## config.mk

```make
export PLATFORM = sky130hd
export DESIGN_NAME = key_entry_buffer
export DESIGN_NICKNAME = d
export VERILOG_FILES = /design/src/rtl/key_entry_pkg.sv /design/src/rtl/key_entry_buffer_ssd_scan.sv /design/src/rtl/key_entry_buffer.sv
export SDC_FILE = /design/constraint.sdc
export NUM_CORES = 1
export LEC_CHECK = 0
export CAP_MARGIN = 20
export CORE_AREA = 2 2 211 213
export CTS_BUF_LIST = sky130_fd_sc_hd__clkbuf_4
export DETAILED_ROUTE_END_ITERATION = 6
export DIE_AREA = 0 0 213 215
export MAX_ROUTING_LAYER = met4
export PLACE_DENSITY = 0.53
export RECOVER_POWER = 50
export SETUP_SLACK_MARGIN = 0.3
export SLEW_MARGIN = 20
export SYNTH_ARGS = -nofsm -noshare
export SYNTH_HDL_FRONTEND = slang
export SYNTH_HIERARCHICAL = 1
export SYNTH_SLANG_ARGS = --single-unit
```

## constraint.sdc

```tcl
create_clock -name clk -period 2.6 [get_ports clk]
set_input_delay 0.26 -clock clk [delete_from_list [all_inputs] [get_ports clk]]
set_output_delay 0.26 -clock clk [all_outputs]
set_load 0.1 [all_outputs]
```

## src/rtl/key_entry_pkg.sv

```systemverilog
// key_entry_pkg: shared definitions for the keypad entry buffer.
//   - PS/2 set-2 scan codes for the digit row, Backspace, Esc and Enter
//   - default BCD code for an unlit seven-segment digit
//   - entry state machine encoding
//   - scan_to_digit(): scan code -> {hit, digit}
package key_entry_pkg;

  localparam logic [8:0] SC_0     = 9'h045;
  localparam logic [8:0] SC_1     = 9'h016;
  localparam logic [8:0] SC_2     = 9'h01E;
  localparam logic [8:0] SC_3     = 9'h026;
  localparam logic [8:0] SC_4     = 9'h025;
  localparam logic [8:0] SC_5     = 9'h02E;
  localparam logic [8:0] SC_6     = 9'h036;
  localparam logic [8:0] SC_7     = 9'h03D;
  localparam logic [8:0] SC_8     = 9'h03E;
  localparam logic [8:0] SC_9     = 9'h046;
  localparam logic [8:0] SC_BKSP  = 9'h066;
  localparam logic [8:0] SC_ESC   = 9'h076;
  localparam logic [8:0] SC_ENTER = 9'h05A;

  localparam logic [3:0] BLANK_CODE = 4'hF;

  typedef enum logic [1:0] {
    IDLE  = 2'd0,
    ENTRY = 2'd1,
    SHOW  = 2'd2
  } state_t;

  // Bit 4 set when the code is a digit key; bits 3:0 carry the digit value.
  // The full 9-bit code is compared so extended (E0-prefixed) keys never alias.
  function automatic logic [4:0] scan_to_digit(input logic [8:0] code);
    logic [4:0] r;
    r = 5'b0;
    case (code)
      SC_0:    r = {1'b1, 4'd0};
      SC_1:    r = {1'b1, 4'd1};
      SC_2:    r = {1'b1, 4'd2};
      SC_3:    r = {1'b1, 4'd3};
      SC_4:    r = {1'b1, 4'd4};
      SC_5:    r = {1'b1, 4'd5};
      SC_6:    r = {1'b1, 4'd6};
      SC_7:    r = {1'b1, 4'd7};
      SC_8:    r = {1'b1, 4'd8};
      SC_9:    r = {1'b1, 4'd9};
      default: r = 5'b0;
    endcase
    return r;
  endfunction

endpackage

```

## src/rtl/key_entry_buffer_ssd_scan.sv

```systemverilog
// ssd_scan: free-running scan counter plus registered anode/nibble mux for a
// four-digit multiplexed seven-segment display.
// Ports:
//   clk, rst            system clock, synchronous active-high reset
//   digit0..digit3      BCD code per position, digit0 = rightmost
//   ssd_ctl             active-low anode select (registered)
//   bcd_out             BCD code for the selected position (registered)
// The two MSBs of the counter select the position, so each digit is lit for
// 2**(SCAN_BITS-2) cycles.
module ssd_scan #(
  parameter int         SCAN_BITS = 17,
  parameter logic [3:0] BLANK     = 4'hF
) (
  input  logic       clk,
  input  logic       rst,
  input  logic [3:0] digit0,
  input  logic [3:0] digit1,
  input  logic [3:0] digit2,
  input  logic [3:0] digit3,
  output logic [3:0] ssd_ctl,
  output logic [3:0] bcd_out
);

  logic [SCAN_BITS-1:0] cnt;
  logic [1:0]           sel;

  assign sel = cnt[SCAN_BITS-1 -: 2];

  always_ff @(posedge clk) begin
    if (rst) begin
      cnt     <= '0;
      ssd_ctl <= 4'b1110;
      bcd_out <= BLANK;
    end else begin
      cnt     <= cnt + 1'b1;
      ssd_ctl <= ~(4'b0001 << sel);
      case (sel)
        2'd0:    bcd_out <= digit0;
        2'd1:    bcd_out <= digit1;
        2'd2:    bcd_out <= digit2;
        default: bcd_out <= digit3;
      endcase
    end
  end

endmodule

```

## src/rtl/key_entry_buffer.sv

```systemverilog
// key_entry_buffer: builds a 4-digit decimal entry from PS/2 make events, with
// Backspace, Esc (clear) and Enter (commit), and drives a multiplexed
// seven-segment display with either the live entry or the committed value.
// Ports:
//   clk, rst       system clock, synchronous active-high reset
//   key_down       per-code key-held vector from the keyboard decoder
//   last_change    scan code of the most recent make/break
//   key_valid      decoder event strobe (rising edge = one event)
//   bcd_out        digit code for the display decoder
//   ssd_ctl        active-low anode select
//   value          last committed entry, packed BCD, MSD in [15:12]
//   commit_valid   one-cycle pulse when value updates
//   overflow       one-cycle pulse when a digit is rejected on a full entry
// Handshake: an event is the cycle where key_valid rises while the key named by
// last_change is held; it is consumed in that same cycle, there is no backpressure.
// Build option KEY_ENTRY_ZERO_PAD_EN: when defined, unused/leading positions
// show 0 instead of BLANK in ENTRY and SHOW (IDLE stays blank).
// The FSM state is kept in the signal `state` for observation.
module key_entry_buffer
  import key_entry_pkg::*;
#(
  parameter int         SCAN_BITS = 17,
  parameter logic [3:0] BLANK     = BLANK_CODE
) (
  input  logic         clk,
  input  logic         rst,
  input  logic [511:0] key_down,
  input  logic [8:0]   last_change,
  input  logic         key_valid,
  output logic [3:0]   bcd_out,
  output logic [3:0]   ssd_ctl,
  output logic [15:0]  value,
  output logic         commit_valid,
  output logic         overflow
);

  logic            key_valid_q;
  logic            ev;
  logic [4:0]      dec;
  logic            is_digit, is_bksp, is_esc, is_enter;
  logic [15:0]     entry;
  logic [2:0]      count;
  logic            committed;
  state_t          state, state_d;
  logic [3:0][3:0] disp;

  // Break events leave key_down[last_change] low, so they never qualify.
  assign ev       = key_valid & ~key_valid_q & key_down[last_change];
  assign dec      = scan_to_digit(last_change);
  assign is_digit = ev & dec[4];
  assign is_bksp  = ev & (last_change == SC_BKSP);
  assign is_esc   = ev & (last_change == SC_ESC);
  assign is_enter = ev & (last_change == SC_ENTER);

  // State register
  always_ff @(posedge clk) begin
    if (rst) state <= IDLE;
    else     state <= state_d;
  end

  // Next-state logic. Clearing the entry returns to SHOW only if there is a
  // committed value to show; otherwise the display goes back to blank.
  always_comb begin
    state_d = state;
    case (state)
      IDLE: begin
        if (is_digit)      state_d = ENTRY;
        else if (is_enter) state_d = SHOW;
      end
      ENTRY: begin
        if (is_enter)
          state_d = SHOW;
        else if (is_esc || (is_bksp && count == 3'd1))
          state_d = committed ? SHOW : IDLE;
      end
      SHOW: begin
        if (is_digit) state_d = ENTRY;
      end
      default: state_d = IDLE;
    endcase
  end

  // Entry datapath and pulses
  always_ff @(posedge clk) begin
    if (rst) begin
      key_valid_q  <= 1'b0;
      entry        <= 16'h0;
      count        <= 3'd0;
      value        <= 16'h0;
      committed    <= 1'b0;
      commit_valid <= 1'b0;
      overflow     <= 1'b0;
    end else begin
      key_valid_q  <= key_valid;
      commit_valid <= 1'b0;
      overflow     <= 1'b0;
      if (is_digit) begin
        if (count < 3'd4) begin
          entry <= {entry[11:0], dec[3:0]};
          count <= count + 3'd1;
        end else begin
          overflow <= 1'b1;
        end
      end else if (is_bksp) begin
        if (count != 3'd0) begin
          entry <= {4'h0, entry[15:4]};
          count <= count - 3'd1;
        end
      end else if (is_esc) begin
        entry <= 16'h0;
        count <= 3'd0;
      end else if (is_enter) begin
        value        <= entry;
        commit_valid <= 1'b1;
        committed    <= 1'b1;
        entry        <= 16'h0;
        count        <= 3'd0;
      end
    end
  end

  // Output logic: per-position display source
`ifndef KEY_ENTRY_ZERO_PAD_EN
  logic lead;
`endif
  always_comb begin
    disp = {4{BLANK}};
`ifndef KEY_ENTRY_ZERO_PAD_EN
    lead = 1'b1;
`endif
    case (state)
      ENTRY: begin
        for (int i = 0; i < 4; i++) begin
`ifdef KEY_ENTRY_ZERO_PAD_EN
          disp[i] = entry[i*4 +: 4];
`else
          disp[i] = (3'(i) < count) ? entry[i*4 +: 4] : BLANK;
`endif
        end
      end
      SHOW: begin
`ifdef KEY_ENTRY_ZERO_PAD_EN
        disp = value;
`else
        // Blank zeros from the left until the first non-zero nibble; the
        // rightmost digit is always lit so a zero value still shows "0".
        for (int i = 3; i >= 1; i--) begin
          if (value[i*4 +: 4] != 4'h0) lead = 1'b0;
          disp[i] = lead ? BLANK : value[i*4 +: 4];
        end
        disp[0] = value[3:0];
`endif
      end
      default: disp = {4{BLANK}};
    endcase
  end

  ssd_scan #(
    .SCAN_BITS (SCAN_BITS),
    .BLANK     (BLANK)
  ) u_scan (
    .clk     (clk),
    .rst     (rst),
    .digit0  (disp[0]),
    .digit1  (disp[1]),
    .digit2  (disp[2]),
    .digit3  (disp[3]),
    .ssd_ctl (ssd_ctl),
    .bcd_out (bcd_out)
  );

endmodule

```

# After elaboration in Yosys (flattened, before gate mapping)
# Cells that the tools add are included.
[classes] n_addsub=3 n_lt_le_gt_ge=6 eq_ne=23 n_shift=1 mux=39 n_bitwise=11 reduce_logical=14
[op_table] op="16-bit two-way mux" count=6
[op_table] op="9-bit by 6-bit equality test with 1-bit output (second input constant)" count=6
[op_table] op="5-bit case mux with 10 select lines" count=1
[op_table] op="9-bit by 7-bit equality test with 1-bit output (second input constant)" count=5
[op_table] op="16-bit case mux with 2 select lines" count=1
[op_table] op="4-bit two-way mux" count=7
[op_table] op="9-bit by 5-bit equality test with 1-bit output (second input constant)" count=2
[op_table] op="3-bit two-way mux" count=6
[op_table] op="17-bit by 1-bit adder with 17-bit output (second input constant)" count=1
[op_table] op="4-bit nonzero test" count=4
[op_table] op="2-bit two-way mux" count=6
[op_table] op="4-bit case mux with 3 select lines" count=1
[op_table] op="9-bit by 10-bit < comparator with 1-bit output (second input constant)" count=1
[op_table] op="1-bit binary-select mux with 9-bit select" count=1
[op_table] op="1-bit two-way mux" count=9
[op_table] op="1-bit AND" count=6
[op_table] op="1-bit by 3-bit < comparator with 1-bit output (first input constant)" count=2
[op_table] op="2-bit by 3-bit < comparator with 1-bit output (first input constant)" count=2
[op_table] op="3-bit != test (second input constant)" count=2
[op_table] op="2-bit case mux with 3 select lines" count=1
[op_table] op="3-bit AND reduction" count=2
[op_table] op="2-bit by 1-bit equality test with 1-bit output (second input constant)" count=2
[op_table] op="2-bit equality test (second input constant)" count=2
[op_table] op="2-bit zero test" count=2
[op_table] op="other kinds (16)" count=19
[word_totals] reg_bits=66 inputBits=524 out_inout_bits=26 wordCells=108

# Logic depth before layout (Yosys ltp)
[depth] word_depth=10 mapped_depth=16 ltp_nobuf=10

# Hierarchy
# The synthesis kept the hierarchy.
[modules_own_cells] mod="key_entry_buffer" n_inst=1 cells_each=516 area_each_um2=4752.1
[modules_own_cells] mod="ssd_scan" n_inst=1 cells_each=109 area_each_um2=1062.3

# Worst setup path before layout
# Ideal clock, no wire load.
[synth_timing] kind="in2reg" start="input port last_change[1]" end="register entry[10]" setup_time_ns=0.134 t_arrival_ns=2.571 required_time_ns=2.466 setup_slack_ns=-0.105 stages=14 path_buffers=5 cell_sequence="buf_6 > buf_6 > nor2b_1 > buf_2 > a22oi_1 > a311oi_1 > or4_1 > a311oi_1 > a21oi_2 > or2_1 > buf_6 > buf_8 > a221oi_2 > nor3_2"
[synth_between] elab_chain_cells=7 elab_cells_between_ends=28
[synth_rtl] item="start, declared" line_no="key_entry_buffer.sv:28" source="input logic [8:0] last_change,"
[synth_rtl] item="1-bit binary-select mux with 9-bit select" line_no="key_entry_buffer.sv:48" source="assign ev = key_valid & ~key_valid_q & key_down[last_change];"
[synth_rtl] item="1-bit two-way mux (not written as such)" line_no="key_entry_buffer.sv:48"
[synth_rtl] item="1-bit AND" line_no="key_entry_buffer.sv:48"
[synth_rtl] item="1-bit AND" line_no="key_entry_buffer.sv:52" source="assign is_esc = ev & (last_change == SC_ESC);"
[synth_rtl] item="16-bit two-way mux" line_no="key_entry_buffer.sv:109" source="end else if (is_esc) begin"
[synth_rtl] item="16-bit two-way mux" line_no="key_entry_buffer.sv:104" source="end else if (is_bksp) begin"
[synth_rtl] item="16-bit two-way mux" line_no="key_entry_buffer.sv:97" source="if (is_digit) begin"
[synth_rtl] item="end signal, assigned" line_no="key_entry_buffer.sv:99" source="entry <= {entry[11:0], dec[3:0]};"
[synth_rtl] item="end signal, assigned" line_no="key_entry_buffer.sv:106" source="entry <= {4'h0, entry[15:4]};"
[synth_rtl] item="end, declared" line_no="key_entry_buffer.sv:41" source="logic [15:0] entry;"
# Parallel ways exist; a longest one is shown, timed or not. The select of a mux whose other input is x is not followed.
# A chain may end at the register's enable or synchronous reset.

# Worst setup path in the final report
[layout_timing] start="input port last_change[0]" end="register entry[5]"
# Same word-level chain as after synthesis.

==> impl_metrics.yaml <==
pwr:
  switching_power_mw: 1.17
  internal_power_mw: 2.32
  p_leak_nw: 4.06
  p_seq_frac: 0.304
  power_mw: 3.49
  switching_share: 0.336
  p_comb_frac: 0.466
  peakVddDrop_v: 0.000275
  clockPowerShare: 0.230
  power.density_mw_per_mm2: 324
synth:
  synth_most_common_cell: "dfxtp_1"
  synth-edff-count: 0
  synth_area_leaders: "dfxtp_1 (23%), mux4_2 (17%), mux2i_1 (9.6%)"
  synth-seq-area-share: 0.227
  yosysTopAreaCellShare: 0.227
  yosysWarnings: 6
  avgSynthCellArea_um2: 9.30
  yosysUniqueCellTypes: 65
  synth_async_sr_flop_share: 0
  syn_inst: 625
  synth_flop_cell: "dfxtp_1"
  synthesis.area_mm2: 0.00581
  synth_fp_nets: 1158
  synth-seq-cells: 66
  synth_top_cell_by_area: "dfxtp_1"
  yosys-top-cells-count: "dfxtp_1 (66), nor2_1 (58), mux2i_1 (56)"
cells_and_area:
  num-fill-cells: 4727
  drive_gt1_frac: 0.292
  areaGrowthSynthToFinish_pct: 85.3
  nets: 1525
grt:
  grt_max_degree: 26
  grt_pass1_wl_mm: 42.0
  globalRoute.totalOverflow: 0
  grtUsageTotal: 0.127
  antenna_found_initial: 10
  grt_pass1_vias: 6970
route:
  ant_nets: 0
  wire_per_inst_um: 18.5
  wl_mm: 29.5
  first_iter_violations: 399
  drc: 0
  vias: 6772
  drt_first_pass_iters: 6
  vias_per_cell: 4.24
clock_network:
  insertion_delay_ns: 0.44
  cts_tree: "done"
  clk_path_buf_depth: 2
  cts_sinks: 66
  clockRootBuffer: "clkbuf_4"
  clkTransAtPathRegs_ns: 0.12
  cts_hold_buf: 0
  h-tree-depth: 3
  cts_buffers: 9
outcome:
  outcome: "complete, no violations"
sta:
  max_freq_mhz: 393
  finalSetupViolCount: 0
  period_minus_slack_ns: 2.54
  fin_ws_ns: 0.0562
  slew-limit-headroom: 0.0931
  finalMaxSlewViolations: 0
  rsz0062_at_grt: "yes"
  hold_violations: 0
  tns_ns: 0
  worst_slew_pin_slew_ns: 1.37
  finClkSkew_ns: 0.0153
  holdWs_ns: 0.227
  period_share: 0.978
critical_path:
  critPathLaunchType: "input port"
  worstSetupEndpointType: "flip-flop"
  worstPathRequired_ns: 2.92
  cp-startpoint: "last_change[0]"
  worst-setup-path-type: "input port to flip-flop"
  cp_max_fo: 13
  r2r_start: "count[1]"
  crit_arrival_ns: 2.87
floorplan:
  core_area_mm2: 0.0436
  die_h_um: 215
  rows: 77
  dieArea_mm2: 0.0458
  ios: 550
  die_x_um: 213
  start_util: 0.133
place:
  place_ws_ns: -0.725
  gp_congestion: 0.847
  numPortBuffers: 293
  hpwl_mm: 24.4
hold_path:
  hp-class: "input port to flip-flop"
  hold_start: "rst"
run:
  cap_violations: 0
==> cell type report <==
type | instances | area (um^2) | area share
Multi-Input combinational cell | 493 | 4480 | 0.416
Timing Repair Buffer | 410 | 3990 | 0.370
Sequential cell | 66 | 1340 | 0.124
Tap cell | 592 | 741 | 0.0687
Clock buffer | 11 | 82.6 | 0.00766
Clock inverter | 5 | 78.8 | 0.00731
Inverter | 12 | 45.0 | 0.00418
Antenna cell | 8 | 20.0 | 0.00186
==> stage by stage <==
stage                      util  std cells  cell area [um^2]
after global routing      0.247       1595             10800
after global placement    0.228       1546              9970
after floorplan               -        625              5880
after CTS                 0.239       1573             10400
final                     0.247       1597             10800
after detailed placement  0.228       1546              9970
==> timing repair <==
item                       in CTS  in global routing
gates resized for setup       133                 70
pin swaps                      27                 40
hold endpoints to repair        0                  0
setup buffers                   7                 14
setup endpoints to repair      44                 42
gates cloned                    4                  2
==> per-layer routing <==
metal / GRT usage / wire [um] / vias up
met5: - / 0 / -
met4: 0.0291 / 557 / 0
li1: - / - / 3159
met3: 0.0243 / 2360 / 31
met2: 0.203 / 13700 / 328
met1: 0.164 / 12800 / 3254
==> cell usage in the layout, fill, tap and decap left out, types with 6 or more instances in the layout <==
master and count:
dfxtp_2 12, dfxtp_1 53, inv_1 12, nor4_1 8
ha_1 8, buf_4 84, mux4_2 51, a22oi_2 10
mux2i_1 55, dlymetal6s2s_1 23, nand2b_1 6, nor3_1 11
nor2b_1 11, a21oi_1 21, nand2_1 38, nand4_1 13
dlygate4sd2_1 64, a221oi_2 10, nor2_1 55, o21ai_0 33
nand3_1 34, nor3_2 6, buf_6 11, buf_12 18
clkbuf_4 11, clkbuf_1 26, diode_2 8, clkdlybuf4s50_1 175
==> worst max-delay path: stages <==
cell and delay, ns:
buf_12 0.12, buf_12 0.15, buf_12 0.15, nor2b_4 0.14, buf_12 0.13, a22o_1 0.22, a31oi_1 0.17, a41o_1 0.23
a211oi_2 0.06, a311oi_2 0.28, a21oi_2 0.06, buf_6 0.14, or2_4 0.29, buf_12 0.16, a221oi_4 0.20, nor3_2 0.07
==> sequential cells by signal, indices dropped and copies added, names as in the netlist <==
signal / flops
u_scan/cnt: 17
entry: 16
committed: 1
overflow: 1
key_valid_q: 1
value: 16
u_scan/bcd_out: 4
u_scan/ssd_ctl: 4
state: 2
count: 3
commit_valid: 1
==> path summary, 6_finish.rpt <==
check                                         end  slack [ns]  depth (start not counted)
worst min register to register      u_scan/cnt[0]        0.49                          1
worst max-delay path                     entry[5]        0.06                         16
worst min-delay path                u_scan/cnt[4]        0.23                          2
worst max register to register  u_scan/bcd_out[2]        0.39                          8
==> logic make-up after synthesis <==
kind of cell / Yosys count / synth area share
compound gates: 136 / 0.163
flops: 66 / 0.227
fa+ha+maj: 9 / 0.0194
buf+inv: 66 / 0.0676
xor+xnor: 4 / 0.00603
mux: 114 / 0.311
simple gates: 230 / 0.205
==> power by group through the flow <==
stage	clock network, mW	logic (mW)	registers (mW)
floorplan	0	0.697	1.18
global placement	0	1.54	1.08
detailed placement	0	1.55	1.08
CTS	0.819	1.61	1.06
global route	0.868	1.74	1.07
finish	0.802	1.63	1.06
Power figures use the tool's default switching activity.
